File: src/rtl/instr_fetch_if.sv
// Fetch-unit bundle: program-memory read port plus the instruction hand-off to control.
// master = fetch unit, slave = control unit and program memory.
interface instr_fetch_if #(
  parameter int unsigned ADDR_W = 16
);
  logic [ADDR_W-1:0] mem_addr;
  logic [7:0]        mem_data;
  logic [7:0]        op_code;
  logic [7:0]        arg1;
  logic [7:0]        arg2;
  logic              op_valid;
  logic [1:0]        argcount;
  logic              op_done;
  logic              jmp;
  logic [15:0]       jmpaddr;
  logic [ADDR_W-1:0] pc;

  modport master (
    output mem_addr, op_code, arg1, arg2, op_valid, pc,
    input  mem_data, argcount, op_done, jmp, jmpaddr
  );

  modport slave (
    input  mem_addr, op_code, arg1, arg2, op_valid, pc,
    output mem_data, argcount, op_done, jmp, jmpaddr
  );
endinterface

File: src/rtl/instr_fetch.sv
// Bytecode fetch/sequencer: reads opcode and up to two operand bytes, holds them until op_done.
// Define FETCH_BRANCH_REL_EN for pc-relative branch targets; absolute targets otherwise.
module instr_fetch #(
  parameter int unsigned       ADDR_W   = 16,
  parameter logic [ADDR_W-1:0] PC_RESET = '0
) (
  input logic           clk,
  input logic           rst,
  instr_fetch_if.master bus
);

  typedef enum logic [2:0] {
    StIssue,
    StOpc,
    StDec,
    StArg2,
    StExec
  } state_e;

  state_e            state_q, state_d;
  logic [ADDR_W-1:0] pc_q, pc_d;
  logic [7:0]        op_code_q, op_code_d;
  logic [7:0]        arg1_q, arg1_d;
  logic [7:0]        arg2_q, arg2_d;
  logic              op_valid_q, op_valid_d;
  logic [1:0]        argc_q, argc_d;

  logic [1:0]        argc_sat;
  logic [ADDR_W-1:0] target;
  logic [ADDR_W-1:0] next_pc;
  logic [ADDR_W-1:0] mem_addr;

  // An argcount of 3 is not a legal encoding; fetch it as a two-operand instruction.
  assign argc_sat = (bus.argcount == 2'd3) ? 2'd2 : bus.argcount;

`ifdef FETCH_BRANCH_REL_EN
  // Offset is taken from the opcode address, not from the following instruction.
  assign target = pc_q + ADDR_W'($signed(bus.jmpaddr));
`else
  assign target = ADDR_W'(bus.jmpaddr);
`endif

  assign next_pc = bus.jmp ? target : pc_q + ADDR_W'(1) + ADDR_W'(argc_q);

  always_comb begin
    state_d   = state_q;
    pc_d      = pc_q;
    op_code_d = op_code_q;
    arg1_d    = arg1_q;
    arg2_d    = arg2_q;
    argc_d    = argc_q;
    mem_addr  = pc_q;

    unique case (state_q)
      StIssue: begin
        mem_addr = pc_q;
        state_d  = StOpc;
      end
      StOpc: begin
        op_code_d = bus.mem_data;
        arg1_d    = 8'h00;
        arg2_d    = 8'h00;
        mem_addr  = pc_q + ADDR_W'(1);
        state_d   = StDec;
      end
      StDec: begin
        // argcount is decoded by control from op_code_q, which is stable from here on.
        argc_d = argc_sat;
        if (argc_sat == 2'd0) begin
          state_d = StExec;
        end else begin
          arg1_d   = bus.mem_data;
          mem_addr = pc_q + ADDR_W'(2);
          state_d  = (argc_sat == 2'd2) ? StArg2 : StExec;
        end
      end
      StArg2: begin
        arg2_d  = bus.mem_data;
        state_d = StExec;
      end
      StExec: begin
        if (bus.op_done) begin
          pc_d    = next_pc;
          state_d = StIssue;
        end
      end
      default: begin
        state_d = StIssue;
      end
    endcase

    op_valid_d = (state_d == StExec);
  end

  always_ff @(posedge clk) begin
    if (rst) begin
      state_q    <= StIssue;
      pc_q       <= PC_RESET;
      op_code_q  <= 8'h00;
      arg1_q     <= 8'h00;
      arg2_q     <= 8'h00;
      op_valid_q <= 1'b0;
      argc_q     <= 2'd0;
    end else begin
      state_q    <= state_d;
      pc_q       <= pc_d;
      op_code_q  <= op_code_d;
      arg1_q     <= arg1_d;
      arg2_q     <= arg2_d;
      op_valid_q <= op_valid_d;
      argc_q     <= argc_d;
    end
  end

  assign bus.mem_addr = mem_addr;
  assign bus.op_code  = op_code_q;
  assign bus.arg1     = arg1_q;
  assign bus.arg2     = arg2_q;
  assign bus.op_valid = op_valid_q;
  assign bus.pc       = pc_q;

endmodule

File: src/flat_wrapper.sv
// flat-port wrapper written by rule: the top's interface ports become plain ports
module instr_fetch_flat 
#(
  parameter int unsigned       ADDR_W   = 16,
  parameter logic [ADDR_W-1:0] PC_RESET = '0
)
  (clk, rst, bus_mem_addr, bus_op_code, bus_arg1, bus_arg2, bus_op_valid, bus_pc, bus_mem_data, bus_argcount, bus_op_done, bus_jmp, bus_jmpaddr);
  instr_fetch_if #(.ADDR_W(ADDR_W)) bus_i ();
  input logic clk;
  input logic rst;
  output wire logic [$bits(bus_i.mem_addr)-1:0] bus_mem_addr;
  output wire logic [$bits(bus_i.op_code)-1:0] bus_op_code;
  output wire logic [$bits(bus_i.arg1)-1:0] bus_arg1;
  output wire logic [$bits(bus_i.arg2)-1:0] bus_arg2;
  output wire logic [$bits(bus_i.op_valid)-1:0] bus_op_valid;
  output wire logic [$bits(bus_i.pc)-1:0] bus_pc;
  input wire logic [$bits(bus_i.mem_data)-1:0] bus_mem_data;
  input wire logic [$bits(bus_i.argcount)-1:0] bus_argcount;
  input wire logic [$bits(bus_i.op_done)-1:0] bus_op_done;
  input wire logic [$bits(bus_i.jmp)-1:0] bus_jmp;
  input wire logic [$bits(bus_i.jmpaddr)-1:0] bus_jmpaddr;
  assign bus_mem_addr = bus_i.mem_addr;
  assign bus_op_code = bus_i.op_code;
  assign bus_arg1 = bus_i.arg1;
  assign bus_arg2 = bus_i.arg2;
  assign bus_op_valid = bus_i.op_valid;
  assign bus_pc = bus_i.pc;
  assign bus_i.mem_data = bus_mem_data;
  assign bus_i.argcount = bus_argcount;
  assign bus_i.op_done = bus_op_done;
  assign bus_i.jmp = bus_jmp;
  assign bus_i.jmpaddr = bus_jmpaddr;
  instr_fetch #(.ADDR_W(ADDR_W), .PC_RESET(PC_RESET)) u_core (.clk(clk), .rst(rst), .bus(bus_i));
endmodule
File: config.mk
export PLATFORM = sky130hd
export DESIGN_NAME = instr_fetch_flat
export DESIGN_NICKNAME = d
export VERILOG_FILES = /design/src/rtl/instr_fetch_if.sv /design/src/rtl/instr_fetch.sv /design/src/flat_wrapper.sv
export SDC_FILE = /design/constraint.sdc
export NUM_CORES = 1
export LEC_CHECK = 0
export CAP_MARGIN = 0
export CORE_AREA = 5 5 63 108
export DETAILED_ROUTE_END_ITERATION = 10
export DIE_AREA = 0 0 68 113
export MAX_ROUTING_LAYER = met4
export PLACE_DENSITY_LB_ADDON = 0.25
export SYNTH_ARGS = -nofsm -noshare
export SYNTH_HDL_FRONTEND = slang
export SYNTH_SLANG_ARGS = --single-unit
File: constraint.sdc
create_clock -name clk -period 6.7 [get_ports clk]
set_clock_uncertainty 0.2 [all_clocks]
set_input_delay 1.34 -clock clk [delete_from_list [all_inputs] [get_ports clk]]
set_output_delay 1.34 -clock clk [all_outputs]
set_load 0.01 [all_outputs]
Word level (Yosys, flattened, before mapping)
Cells that the tools add are included.
{ "totals": {"ff_bits": 46, "in_bits": 30} }
{ "op_classes": {"reduce_logical": 6, "addsub": 3, "n_eq_ne": 8, "n_mux": 11} }
{ "ops": {"columns": ["operator", "n"], "rows": [
  ["16-bit 2-to-1 mux", 2],
  ["16-bit case mux with 2 select lines", 1],
  ["8-bit case mux with 2 select lines", 2],
  ["16-bit by 1-bit adder with 16-bit output, second input constant", 1],
  ["16-bit by 2-bit adder with 16-bit output", 1],
  ["16-bit by 2-bit adder with 16-bit output, second input constant", 1],
  ["3-bit case mux with 5 select lines", 1],
  ["3-bit 2-to-1 mux", 3],
  ["8-bit 2-to-1 mux", 1],
  ["3-bit by 2-bit equality test with 1-bit output, second input constant", 2],
  ["3-bit equality test, second input constant", 2],
  ["2-bit equality test, second input constant", 2],
  ["2-bit AND reduction", 2],
  ["2-bit nonzero test", 2],
  ["3-bit by 1-bit equality test with 1-bit output, second input constant", 1],
  ["3-bit logical NOT", 1],
  ["2-bit logical NOT", 1],
  ["2-bit 2-to-1 mux", 1],
  ["2-bit != test, second input constant", 1]
]} }

Longest topological paths before layout
{ "depth": {"word_depth": 7, "mapped_depth": 9, "mapped_depth_nobuf": 9} }

Worst setup path after synthesis
OpenSTA, ideal clock, no wires.
{ "synth_path": {"path_kind": "input port to output port", "start": "input port bus_argcount[1]", "end": "output port bus_mem_addr[15]", "n_path_buf": 1, "t_required_ns": 5.160, "setup_slack_ns": 2.584, "cell_stages": 7, "t_arrival_ns": 2.576, "cell_sequence": "clkbuf_1 > o2111ai_1 > o21ai_0 > o2111ai_1 > nor2_1 > nand3_1 > xnor2_1"} }
{ "synth_via": {"elab_chain_len": 5} }
{ "synth_rtl": {"columns": ["item", "line_no", "rtl"], "rows": [
  ["start, declared", "flat_wrapper.sv:18", "input wire logic [$bits(bus_i.argcount)-1:0] bus_argcount;"],
  ["2-bit equality test", "instr_fetch.sv:34", "assign argc_sat = (bus.argcount == 2'd3) ? 2'd2 : bus.argcount;"],
  ["2-bit 2-to-1 mux *", "instr_fetch.sv:34", null],
  ["2-bit logical NOT *", "instr_fetch.sv:69", "if (argc_sat == 2'd0) begin"],
  ["16-bit 2-to-1 mux *", "instr_fetch.sv:69", null],
  ["16-bit case mux with 2 select lines *", "instr_fetch.sv:54", "unique case (state_q)"],
  ["end, declared", "flat_wrapper.sv:11", "output wire logic [$bits(bus_i.mem_addr)-1:0] bus_mem_addr;"]
]} }
Mark *: on every way between the ends. The rest lies on a longest branch, timed or not.

Final worst setup path
{ "layout_path": {"start": "input port bus_argcount[1]", "end": "output port bus_mem_addr[4]"} }
The elaborated chain is that of the path after synthesis.

==> flow_metrics.env <==
export IMPL_run_status="completed"
export IMPL_grt_pass1_wl_um=12500
export IMPL_ws_path_type="input pin to primary output"
export IMPL_seq_area_frac_synth=0.328
export IMPL_core_area_um2=5790
export IMPL_timing_hold_worst_start="u_core.bus.op_code[3]"
export IMPL_clk_insertion_delay_late_ns=0.30
export IMPL_post_synth_arst_share=0
export IMPL_floorplan_rows=37
export IMPL_design_die_area_um2=7680
export IMPL_hold_viol_final=0
export IMPL_cts_hold_buffers_added=0
export IMPL_drcViolationCount=0
export IMPL_ys_top_cells_by_area="sky130_fd_sc_hd__dfxtp_1, sky130_fd_sc_hd__nand2_1, sky130_fd_sc_hd__a21oi_1"
export IMPL_setup_worst_path_end_class="primary output"
export IMPL_slew_viol_final=0
export IMPL_yosys_area_top_type_share=0.328
export IMPL_wl_um=8150
export IMPL_timing_hold_ws_ns=0.257
export IMPL_clock_sink_count=46
export IMPL_cp_data_arrival_time_ns=3.63
export IMPL_ctsLongestPathBuffers=2
export IMPL_antenna_violations_before_repair=0
export IMPL_synth_area_per_cell_um2=7.44
export IMPL_power_per_cell_area_nw_per_um2=165
export IMPL_cts_htree_levels=2
export IMPL_combPwrFrac=0.188
export IMPL_synth_ff_latch_count=46
export IMPL_worst_setup_path_start_kind="input pin"
export IMPL_synth_enable_flop_cells=0
export IMPL_syn_nets=412
export IMPL_internal_power_mw=0.451
export IMPL_root_buffer="sky130_fd_sc_hd__clkbuf_8"
export IMPL_setup_repair_after_global_routing_missed_its_margin="no"
export IMPL_post_route_cells_drive_above_1_share=0.0362
export IMPL_most_used_dff_post_synth="sky130_fd_sc_hd__dfxtp_1"
export IMPL_cts_buffer_count=5
export IMPL_antenna_violating_nets_post_route=0
export IMPL_netSwitchingFraction=0.274
export IMPL_ctsResizeCount=0
export IMPL_yosysWarnings=0
export IMPL_clk_transition_reported_paths_ns=0.09
export IMPL_grt_pass1_vias=2681
export IMPL_ys_top_cells_by_count="sky130_fd_sc_hd__nand2_1, sky130_fd_sc_hd__dfxtp_1, sky130_fd_sc_hd__a21oi_1"
export IMPL_cts_setup_buffers=0
export IMPL_peakVddDrop_uv=163
export IMPL_floorplan_io_pins=87
export IMPL_initialDrtViolationCount=180
export IMPL_overflow=0
export IMPL_worstPathRequired_ns=5.16
export IMPL_insertedDiodeCount=0
export IMPL_worstSetupStartpoint="bus_argcount[1]"
export IMPL_static_leakage_power_nw=1.27
export IMPL_area_growth_synth_to_final_pct=33.9
export IMPL_largest_net_degree_at_the_start_of_global_routing=48
export IMPL_fin_cells=520
export IMPL_fmax_ghz=0.194
export IMPL_hpwlAfterDp_um=6060
export IMPL_tritoncts="built"
export IMPL_initial_utilization=0.485
export IMPL_dr_pass1_iters=4
export IMPL_post_route_min_period_ns=5.17
export IMPL_period_share=0.771
export IMPL_route_vias_total=2956
export IMPL_syn_inst_count=377
export IMPL_worst_slew_pin_slew_ns=0.919
export IMPL_fin_setup_tns_ns=0
export IMPL_die_w_um=68
export IMPL_count_of_input_and_output_buffers=86
export IMPL_nets=476
export IMPL_setup_viol=0
export IMPL_globalplace_congestion=0.901
export IMPL_synth_most_common_cell="sky130_fd_sc_hd__nand2_1"
export IMPL_cap_viol_max_count=0
export IMPL_switching_power_mw=0.170
export IMPL_synth_lib_cells_used_distinct=58
export IMPL_critical_path_max_fanout=10
export IMPL_synth_area_leader_cell="sky130_fd_sc_hd__dfxtp_1"
export IMPL_p_seq_frac=0.476
export IMPL_wl_per_cell_um=15.7
export IMPL_crit_slowest_cell="sky130_fd_sc_hd__clkdlybuf4s50_1"
export IMPL_slew_limit_headroom=0.385
export IMPL_worstHoldPathType="flop to flop"
export IMPL_crit_chain="clkdlybuf4s50_1, nor2_1, nor2_1, nand2_1, o21ai_0, nand3_1, xnor2_1, clkdlybuf4s50_1"
export IMPL_r2r_start="u_core.bus.pc[1]"
export IMPL_dp_cells=512
export IMPL_max_stage_delay_on_crit_path_ns=0.60
export IMPL_syn_cell_area_um2=2800
export IMPL_combined_global_route_utilization_of_all_metal_layers=0.213
export IMPL_power_frac_clock=0.336
export IMPL_vias_per_cell=5.68
export IMPL_die_h_um=113
-- critical path, delay by kind of cell --
family,cells,cell delay [ns]
simple gates,4,0.87
xor+xnor,1,0.16
compound gates,1,0.10
buf+inv,2,1.16
-- cell type report --
cell class	count	area (um2)
fill	523	2030
tap	78	97.6
multi-input combinational	294	1730
sequential	46	921
clock buffer	6	72.6
inverter	6	22.5
clock inverter	2	37.5
timing repair buffer	88	876
-- metrics by stage --
step	total power [mW]	util	setup WS (ns)	instance area, um2
after floorplan	0.361	-	2.58	2800
after global placement	0.416	0.630	1.55	3640
after detailed placement	0.418	0.630	1.52	3640
after CTS	0.624	0.649	1.51	3750
after global routing	0.649	0.649	1.33	3750
final	0.621	0.649	1.53	3750
-- flip-flops by register name (all words and copies together), names as in the netlist --
name and flops:
u_core.bus.arg2 8, u_core.state_q 3, u_core.bus.op_valid 1, u_core.argc_q 2
u_core.bus.pc 16, u_core.bus.arg1 8, u_core.bus.op_code 8
-- power by group through the flow --
stage / Sequential [mW] / Combinational [mW] / Clock, mW
floorplan: 0.301 / 0.0598 / 0
global placement: 0.301 / 0.115 / 0
detailed placement: 0.302 / 0.116 / 0
CTS: 0.295 / 0.117 / 0.211
global route: 0.297 / 0.127 / 0.225
finish: 0.296 / 0.117 / 0.209
-- cells by family (layout without fill, tap and decap cells) --
family | count (synthesis) | count (layout) | synth area share
AND/OR/NAND/NOR | 158 | 158 | 0.261
AO/OA/AOI/OAI | 99 | 99 | 0.225
flip-flops | 46 | 46 | 0.328
buffers and inverters | 37 | 102 | 0.0558
XOR/XNOR | 25 | 25 | 0.0781
adder cells (fa/ha/maj) | 6 | 6 | 0.0286
multiplexers | 6 | 6 | 0.0223
-- cell usage in the layout, fill, tap and decap left out, types with 5 or more instances in the layout --
cell                               n
sky130_fd_sc_hd__nand3b_1          7
sky130_fd_sc_hd__xnor2_1          12
sky130_fd_sc_hd__o21ai_0          20
sky130_fd_sc_hd__nor2_1           34
sky130_fd_sc_hd__dfxtp_1          46
sky130_fd_sc_hd__nand2_1          64
sky130_fd_sc_hd__nor3_1            6
sky130_fd_sc_hd__xor2_1           13
sky130_fd_sc_hd__a21oi_1          38
sky130_fd_sc_hd__inv_1             6
sky130_fd_sc_hd__clkdlybuf4s50_1  86
sky130_fd_sc_hd__a22oi_1           5
sky130_fd_sc_hd__clkbuf_8          5
sky130_fd_sc_hd__nand3_1          26
-- per-layer routing --
| layer | track usage | part of all wire |
|---|---|---|
| met4 | 0.0704 | 0.023 |
| met3 | 0.0308 | 0.046 |
| met1 | 0.233 | 0.40 |
| met5 | - | 0 |
| met2 | 0.380 | 0.54 |
-- worst paths after layout --
path                                 to  slack (ns)  cells past startpoint
setup / recovery        bus_mem_addr[4]        1.53                      8
hold / removal    u_core.bus.op_code[3]        0.26                      2
setup reg to reg      u_core.bus.pc[15]        3.52                      8
hold reg to reg   u_core.bus.op_code[3]        0.26                      2
Note: power is estimated with default switching activity, not from simulation.
